$ cat src/rtl/rr_arb_mux.sv
// NCH:1 valid/ready mux with round-robin grant (fixed priority when RR_ARB_MUX_FIXED_PRIO_EN is defined).
// Latency: 1 cycle through a single output register, one beat per cycle sustained.
// Backpressure: a held beat with out_ready low drops every in_ready and freezes the arbitration pointer.
module rr_arb_mux #(
    parameter int WIDTH = 5,
    parameter int NCH   = 4,
    parameter int IDW   = 2
) (
    input  logic                 clk,
    input  logic                 rst_n,
    input  logic [NCH-1:0]       in_valid,
    input  logic [NCH*WIDTH-1:0] in_data,
    output logic [NCH-1:0]       in_ready,
    output logic                 out_valid,
    output logic [WIDTH-1:0]     out_data,
    output logic [IDW-1:0]       out_id,
    input  logic                 out_ready
);

    logic             load_en;
    logic             xfer;
    logic             found;
    logic [IDW-1:0]   base;
    logic [IDW-1:0]   gnt_idx;
    logic [IDW:0]     cand;
    logic [WIDTH-1:0] sel_data;

    assign load_en = !out_valid || out_ready;

    // Walk the request vector starting at base, wrapping past NCH-1 back to 0.
    always_comb begin
        found   = 1'b0;
        gnt_idx = '0;
        cand    = '0;
        for (int k = 0; k < NCH; k++) begin
            cand = {1'b0, base} + (IDW+1)'(k);
            if (cand >= (IDW+1)'(NCH)) begin
                cand = cand - (IDW+1)'(NCH);
            end
            if (!found && in_valid[cand[IDW-1:0]]) begin
                found   = 1'b1;
                gnt_idx = cand[IDW-1:0];
            end
        end
    end

    // rst_n gates the grant so no producer sees an accept while reset is held.
    always_comb begin
        in_ready = '0;
        if (rst_n && load_en && found) begin
            in_ready[gnt_idx] = 1'b1;
        end
    end

    assign xfer     = |in_ready;
    assign sel_data = in_data[gnt_idx*WIDTH +: WIDTH];

`ifdef RR_ARB_MUX_FIXED_PRIO_EN
    assign base = '0;
`else
    logic [IDW-1:0] ptr;

    always_ff @(posedge clk or negedge rst_n) begin
        if (!rst_n) begin
            ptr <= '0;
        end else if (xfer) begin
            ptr <= (gnt_idx == IDW'(NCH-1)) ? '0 : gnt_idx + 1'b1;
        end
    end

    assign base = ptr;
`endif

    // Data and id only move on a transfer, so a drain leaves the last beat visible.
    always_ff @(posedge clk or negedge rst_n) begin
        if (!rst_n) begin
            out_valid <= 1'b0;
            out_data  <= '0;
            out_id    <= '0;
        end else if (xfer) begin
            out_valid <= 1'b1;
            out_data  <= sel_data;
            out_id    <= gnt_idx;
        end else if (out_ready) begin
            out_valid <= 1'b0;
        end
    end

endmodule

$ cat config.mk
export PLATFORM = sky130hd
export DESIGN_NAME = rr_arb_mux
export DESIGN_NICKNAME = d
export VERILOG_FILES = /design/src/rtl/rr_arb_mux.sv
export SDC_FILE = /design/constraint.sdc
export NUM_CORES = 1
export LEC_CHECK = 0
export ABC_AREA = 1
export CORE_MARGIN = 2
export CORE_UTILIZATION = 42
export CTS_CLUSTER_SIZE = 25
export DETAILED_ROUTE_END_ITERATION = 6
export PLACE_DENSITY = 0.86
export SETUP_SLACK_MARGIN = 0.02
export SLEW_MARGIN = 20
export SYNTH_ARGS = -nofsm -noshare
export SYNTH_HDL_FRONTEND = slang
export SYNTH_SLANG_ARGS = --single-unit
$ cat constraint.sdc
create_clock -name clk -period 3 [get_ports clk]
set_input_delay 0.3 -clock clk [delete_from_list [all_inputs] [get_ports clk]]
set_output_delay 0.3 -clock clk [all_outputs]
set_load 0.02 [all_outputs]
======== Word-level counts from Yosys, hierarchy flattened ========
Index checks and enable logic that the tools add are counted.
cells by class
  $add $sub $neg .......................... 8
  multiply operators ...................... 1
  magnitude comparators ................... 10
  eq/ne operators ......................... 1
  shift operators ......................... 1
  mux-type cells .......................... 26
  reduce and logical (&&, ||, !) cells .... 13
operator list
  cell                                                                          number
  20-bit by 6-bit variable part select with 5-bit output                        1
  2-bit 2-to-1 mux                                                              9
  2-bit by 3-bit less-than comparator with 1-bit output, second input constant  5
  1-bit 2-to-1 mux                                                              11
  3-bit >= comparator, second input constant                                    3
  1-bit binary-select mux with 2-bit select                                     4
  2-bit by 1-bit subtractor with 2-bit output, second input constant            4
  2-bit by 2-bit adder with 3-bit output, second input constant                 2
  1-bit logical AND                                                             6
  2-bit by 3-bit multiplier with 5-bit output, second input constant            1
  1-bit zero test                                                               4
  4-bit 2-to-1 mux                                                              1
  4-bit OR reduction                                                            1
  2-bit by 1-bit adder with 3-bit output, second input constant                 1
  2-bit by 3-bit >= comparator with 1-bit output, second input constant         1
  2-bit by 1-bit adder with 2-bit output, second input constant                 1
  1-bit demux with 2-bit select                                                 1
  2-bit equality test, second input constant                                    1
  2-bit by 1-bit >= comparator with 1-bit output, second input constant         1
  2-bit nonzero test                                                            1
  1-bit logical OR                                                              1
storage, ports and cells
  flip-flop bits (word level) ............. 10
  input port bits ......................... 27
  output and inout port bits .............. 12
  word-level logic and storage cells ...... 64

======== Logic depth before layout (Yosys ltp) ========
Gate-level depths: netlist of run 1.
  word-level depth ........................ 21
  depth in mapped cells ................... 17
  depth with buffers taken out ............ 16

======== Worst setup path before layout of run 1 ========
Ideal clock, no wire load.
  path type ............................... reg-to-reg
  start ................................... reg ptr[0], in the netlist base[0]
  end ..................................... reg out_data[1]
  library setup time ...................... 124 ps
  arrival ................................. 2087 ps
  required time ........................... 2876 ps
  setup slack ............................. 788 ps
  cell stages (with the launch flop) ...... 18
  path buffers ............................ 2
  clock period less this slack ............ 2212 ps
  cells stage by stage .................... dfrtp_1 -> buf_6 -> inv_6 -> nand2_1 -> nand2_2 -> nand2_1 -> nand2_2 -> nor2_4 -> nand3_1 -> nand2_1 -> nor2_4 -> inv_2 -> ha_1 -> o211ai_1 -> nand2_4 -> buf_6 -> nand3_1 -> nand3_1
on the way
  cells in the longest elaborated chain, start to end .. 20
  elaborated cells on any way between the ends .. 47
  those cells by class .................... add/sub: 7; mul: 1; order compare: 6; shift: 1; mux: 23; reduce/logical: 9
RTL lines
  item                                                                                                 line  text
  from (decl)                                                                                          61    logic [IDW-1:0] ptr;
  from (signal assigned)                                                                               67    ptr <= (gnt_idx == IDW'(NCH-1)) ? '0 : gnt_idx + 1'b1;
  parallel branches: the longest is 13 deep, another holds 2-bit by 1-bit adder with 3-bit output      -
  2-bit 2-to-1 mux (*)                                                                                 40    if (!found && in_valid[cand[IDW-1:0]]) begin
  net gnt_idx[1]                                                                                       24    logic [IDW-1:0] gnt_idx;
  parallel branches: the longest is 6 deep, another holds 2-bit by 3-bit multiplier with 5-bit output  -
  to (signal assigned)                                                                                 82    out_data <= sel_data;
  to (decl)                                                                                            15    output logic [WIDTH-1:0] out_data,
Mark *: on every way through the listed nets, which the timed path passes. The select of a mux whose other input is x is not followed.
A chain may end at the register's enable or synchronous reset.

======== Worst setup path in the final report of run 1 ========
  start ................................... reg ptr[0], in the netlist base[0]
  end ..................................... out in_ready[3]
on the way
  cells in the longest elaborated chain, start to end .. 19
  elaborated cells on any way between the ends .. 44
  those cells by class .................... add/sub: 7; order compare: 6; mux: 23; reduce/logical: 8
RTL lines
  item                                                                                             line  text
  parallel branches: the longest is 18 deep, another holds 2-bit by 1-bit adder with 3-bit output  -
  4-bit 2-to-1 mux (*)                                                                             50    if (rst_n && load_en && found) begin
  to (decl)                                                                                        13    output logic [NCH-1:0] in_ready,
Mark *: on every way between the ends. The select of a mux whose other input is x is not followed.

==> results_dict.tcl, run 1 <==
set metrics [dict create \
    maxCapViolCount 0 \
    io_buffers 38 \
    stdcell_count 221 \
    routed_wl_microns 2560 \
    hp-class "input pin to async pin" \
    crit_end "in_ready[3]" \
    max_freq_mhz 362 \
    std_cell_rows 17 \
    finalSetupTns_ns 0 \
    final_core_util 0.645 \
    cts_setup_buffers 0 \
    area_delta_synth_final_pct 47.5 \
    finalSetupViolations 0 \
    synth_cells 152 \
    hold_violations 0 \
    die_x_microns 51.5 \
    final_cell_mix "nand2_1, clkdlybuf4s50_1, nand3_1, inv_1, nand4_1" \
    wl_per_cell_microns 11.6 \
    drtIter0Drc 19 \
    p_leak_nw 0.742 \
    gp_congestion 0.865 \
    synth_area_per_cell_sq_um 6.24 \
    worst_slew_pin_slew_ns 0.326 \
    cp_data_required_time_ns 2.70 \
    antenna_cells 0 \
    core_sq_mm 0.00217 \
    drt-vias-per-instance 4.97 \
    synth_cell_types 22 \
    grt_util_all_layers 0.206 \
    finalMaxSlewViolations 0 \
    detail-route-antenna-nets 0 \
    dieArea_sq_mm 0.00265 \
    grt_first_pass_wirelength_microns 4140 \
    drc 0 \
    reg2reg_slack_ns 0.48 \
    first_global_vias 1052 \
    rsz0062_at_grt "false" \
    rr_startpoint "base[0]" \
    cts_sinks 10 \
    max-clock-path-buffers 2 \
    p_per_area_mw_per_mm2 1320 \
    crit_path_max_fanout 11 \
    place_ws_ns 0.106 \
    cts_made_buffers 3 \
    ctsHoldBuffers 0 \
    ys_ff_latch 10 \
    yosysWarningCount 0 \
    path_clk_slew_ns 0.06 \
    h-tree-depth 1 \
    ctsResizeCount 1 \
    cts_tree "built" \
    worstSetupEndpointType "output pin" \
    status "finished clean" \
    max_slew_margin 0.782 \
    crit_type "register to output pin" \
    ys_seq_area_frac 0.264 \
    grt_remaining_overflow 0 \
    syn_area_sq_um 948 \
    r2r_end "out_id[1]" \
    dr.pass1.iters 5 \
    grt_max_degree 14 \
    dp_hpwl_microns 2050 \
    layout_commonest_cell "nand2_1" \
    syn_nets 181 \
    pin_count 39 \
    crit_start "base[0]" \
    start_util 0.437 \
    final.setup_skew_ns 0.00317 \
    fill_cells 202 \
    antenna_found_initial 0 \
    peakVddDrop_uv 757 \
    root_buffer "clkbuf_4" \
    cp_data_arrival_time_ns 2.46 \
    start_kind "register" \
    vias 1098 \
    die_h_microns 51.5 \
    layout.nets 223 \
    setup_ws_ns 0.238 \
    finalCritPeriodShare 0.921 \
    layout_min_cycle_time_ns 2.76 \
    dpl.cell_count 217 \
    insertion_delay_ns 0.27 \
    layout-drive-gt1-share 0.135 \
    reg2reg_depth 14 \
]
## through the flow
stage | hold WS [ns] | power (mW) | instance area [sq um]
floorplan | 0.00441 | 1.35 | 948
global placement | 0.457 | 1.68 | 1360
detailed placement | 0.467 | 1.72 | 1360
CTS | 0.344 | 1.86 | 1390
global route | 0.352 | 2.02 | 1400
finish | 0.352 | 1.85 | 1400
## worst max-delay path, stage by stage (launching register included)
cell and delay (ns):
dfrtp_2 0.49, inv_6 0.12, nand2_1 0.07, nand3_1 0.12
nand2_2 0.09, inv_1 0.08, nand2_1 0.05, nand2_1 0.07
buf_4 0.16, nand2_1 0.07, inv_2 0.06, nand2_4 0.07
nor2_1 0.12, clkdlybuf4s50_1 0.61
## per-layer routing
layer  up-vias  wire length, microns  global-route usage
li1        575                     -                   -
met1       478                  1070               0.226
met2        42                  1320               0.382
met3         3                   165              0.0690
met4         0                    17              0.0439
met5         -                     0                   0
## synthesized netlist by cell type (all sizes together)
master / n / area share
nor2: 7 / 0.044
o21ai: 4 / 0.021
dfrtp: 10 / 0.26
nand3: 23 / 0.13
nand2: 70 / 0.31
o21a: 1 / 0.0079
a21boi: 1 / 0.0079
nand4: 10 / 0.066
ha: 2 / 0.026
a31oi: 1 / 0.0066
buf: 6 / 0.047
o211ai: 1 / 0.0079
inv: 16 / 0.069
## layout make-up
| type | instances | area [sq um] | share of cell area |
|---|---|---|---|
| Sequential cell | 10 | 251 | 0.180 |
| Multi-Input combinational cell | 120 | 588 | 0.420 |
| Clock buffer | 4 | 36.3 | 0.0259 |
| Timing Repair Buffer | 43 | 423 | 0.302 |
| Tap cell | 28 | 35.0 | 0.0250 |
| Inverter | 16 | 65.1 | 0.0465 |
## sequential cells by signal, indices dropped and copies added (netlist names)
name	cells
base	2
out_data	5
out_valid	1
out_id	2
## cells by family after synthesis
family / share of synthesized area
AOI/OAI and AO/OA: 0.0515
adders and majority gates: 0.0264
buffers and inverters: 0.116
DFF: 0.264
and+or+nand+nor: 0.542
## power breakdown
group / leakage (nW) / switching [mW] / internal (mW)
Sequential: 0.122 / 0.0590 / 0.212
Clock: 0.0210 / 0.0463 / 0.0738
Combinational: 0.598 / 0.907 / 0.548
## how the worst min path moves through the flow
stage	end	slack, ns	cells after the start
2_1_floorplan	base[0]	0.004	0
3_3_place_gp	out_id[0]	0.46	2
3_5_place_dp	out_id[0]	0.47	2
4_1_cts	out_valid	0.34	2
5_1_grt	out_data[4]	0.35	2
6_report	out_valid	0.35	2
(Power assumes the default switching activity.)
==> run 2, diff against run 1 <==
Settings changed: PLACE_DENSITY 0.86 to not set, PLACE_DENSITY_LB_ADDON set to 0.1.
==> run 2 against run 1 <==
Effect of this change: total power decreased by 1.6%; via count increased by 2.4%; largest cell class unchanged; first-iteration DRC count increased by 11%; largest power group unchanged; sequential share of layout area increased by 0.18 points; global-route usage decreased by 0.26 points; clock power decreased by 30%; critical path depth unchanged; core utilization decreased by 0.63 points.
==> results_dict.tcl, run 2 (synthesis gave the netlist of run 1 again) <==
set metrics [dict create \
    area_delta_synth_final_pct 46.0 \
    largest_register_ffs 5 \
    cts_tree "built" \
    finalPower_mw 1.82 \
    io_buffers 38 \
    finalSetupTns_ns 0 \
    ctsHoldBuffers 0 \
    maxCapViolCount 0 \
    antenna_cells 0 \
    die_x_microns 51.5 \
    gp_congestion 0.789 \
    p_switching_mw 1.01 \
    vias 1124 \
    worst_slew_pin_slew_ns 0.329 \
    regMostFlops "out_data" \
    finalSetupViolations 0 \
    cts_made_buffers 3 \
    h-tree-depth 1 \
    cpPeakStageDelay_ns 0.61 \
    p_per_area_mw_per_mm2 1310 \
    crit_type "register to output pin" \
    grt_remaining_overflow 0 \
    finalCritPeriodShare 0.922 \
    top_usage_layer "met2" \
    finalMaxSlewViolations 0 \
    worst-path-buf-inv 5 \
    grt_first_pass_wirelength_microns 4190 \
    combPwrFrac 0.804 \
    std_cell_rows 17 \
    root_buffer "clkbuf_4" \
    final_cell_mix "nand2_1, clkdlybuf4s50_1, nand3_1, inv_1, nand4_1" \
    max_slew_margin 0.780 \
    fill_cells 198 \
    start_util 0.437 \
    status "finished clean" \
    rsz0062_at_grt "false" \
    routed_wl_microns 2570 \
    path_clk_slew_ns 0.06 \
    drc 0 \
    dr.pass1.iters 4 \
    die_h_microns 51.5 \
    cp_data_required_time_ns 2.70 \
    crit_family "buffers and inverters" \
    clkPwrFrac 0.046 \
    layout_commonest_cell "nand2_1" \
    swShare 0.556 \
    insertion_delay_ns 0.26 \
    detail-route-antenna-nets 0 \
    layout_min_cycle_time_ns 2.77 \
    crit_path_max_fanout 11 \
    pwr-share-seq 0.150 \
    grt_max_degree 14 \
    intPower_uw 807 \
    dieArea_sq_mm 0.00265 \
    max-clock-path-buffers 2 \
    hold_violations 0 \
    hp-class "input pin to async pin" \
    gr-usage-met2 0.408 \
    layout-drive-gt1-share 0.130 \
    core_sq_mm 0.00217 \
    grt_util_all_layers 0.204 \
    drt-vias-per-instance 5.11 \
    layout.nets 223 \
    peakVddDrop_uv 779 \
    dp_hpwl_microns 2020 \
    p_leak_nw 0.735 \
    first_global_vias 1058 \
    cp_common_cell "nand2_1" \
    cts_setup_buffers 0 \
    pin_count 39 \
    use_met1 0.224 \
    slowest_stage "clkdlybuf4s50_1" \
    cp_data_arrival_time_ns 2.47 \
    path_cells "inv_6 > nand2_1 > nand3_1 > nand2_2 > inv_1 > nand2_1 > nand2_1 > buf_4 > nand2_1 > inv_2 > nand2_4 > nor2_1 > clkdlybuf4s50_1" \
    start_kind "register" \
    final.setup_skew_ns 0.00427 \
    antenna_found_initial 0 \
    max_freq_mhz 362 \
    wl_per_cell_microns 11.7 \
    drtIter0Drc 21 \
    globalRouteMet3Util 0.0460 \
    cts_sinks 10 \
    worstSetupEndpointType "output pin" \
]
run 2: changes by cell type in the layout (fill, tap and decap cells not counted), sizes merged:
| cell | before | now |
|---|---|---|
| clkbuf | 4 | 3 |
run 2: worst paths after layout:
path,cells past startpoint,slack (ns),end,from
worst max-delay path,13,0.23,in_ready[1],base[0]
worst min-delay path,2,0.37,base[1],rst_n
worst max register to register,16,0.50,out_id[1],base[0]
worst min register to register,2,0.48,out_id[0],out_id[0]
max in group asynchronous,2,2.48,base[0],rst_n
min in group clk,2,0.48,out_id[0],out_id[0]
run 2: timing repair:
action,in CTS,in global routing
resized for setup,1,2
endpoints found under the setup margin,1,2
hold endpoints to repair,0,0
run 2: final cells by class:
class	count	area [sq um]	area share
clock buffers	3	22.5	0.0163
inverters	16	65.1	0.0470
multi-input cells	120	588	0.425
flip-flops and latches	10	251	0.182
well taps	28	35.0	0.0253
repair buffers	43	423	0.305
run 2: power by group through the flow:
stage	logic [mW]	registers, mW	clock network (mW)
after floorplan	1.04	0.311	0
after global placement	1.43	0.268	0
after detailed placement	1.45	0.271	0
after CTS	1.46	0.271	0.0890
after global routing	1.63	0.279	0.0982
final	1.46	0.272	0.0841
run 2: per-layer routing:
metal  vias up  part of all wire
met4         0                 0
met3         0             0.035
met2        25              0.54
li1        575                 -
met1       524              0.42
met5         -                 0
run 2: metrics by stage:
stage	hold WS (ns)	instance area (sq um)	util	cells	setup WS [ns]
after detailed placement	0.471	1360	0.625	217	0.0917
after CTS	0.377	1380	0.636	220	0.0227
after floorplan	0.00441	948	-	152	0.788
final	0.374	1390	0.638	220	0.234
after global routing	0.377	1390	0.638	220	0.0503
after global placement	0.457	1360	0.625	217	0.168
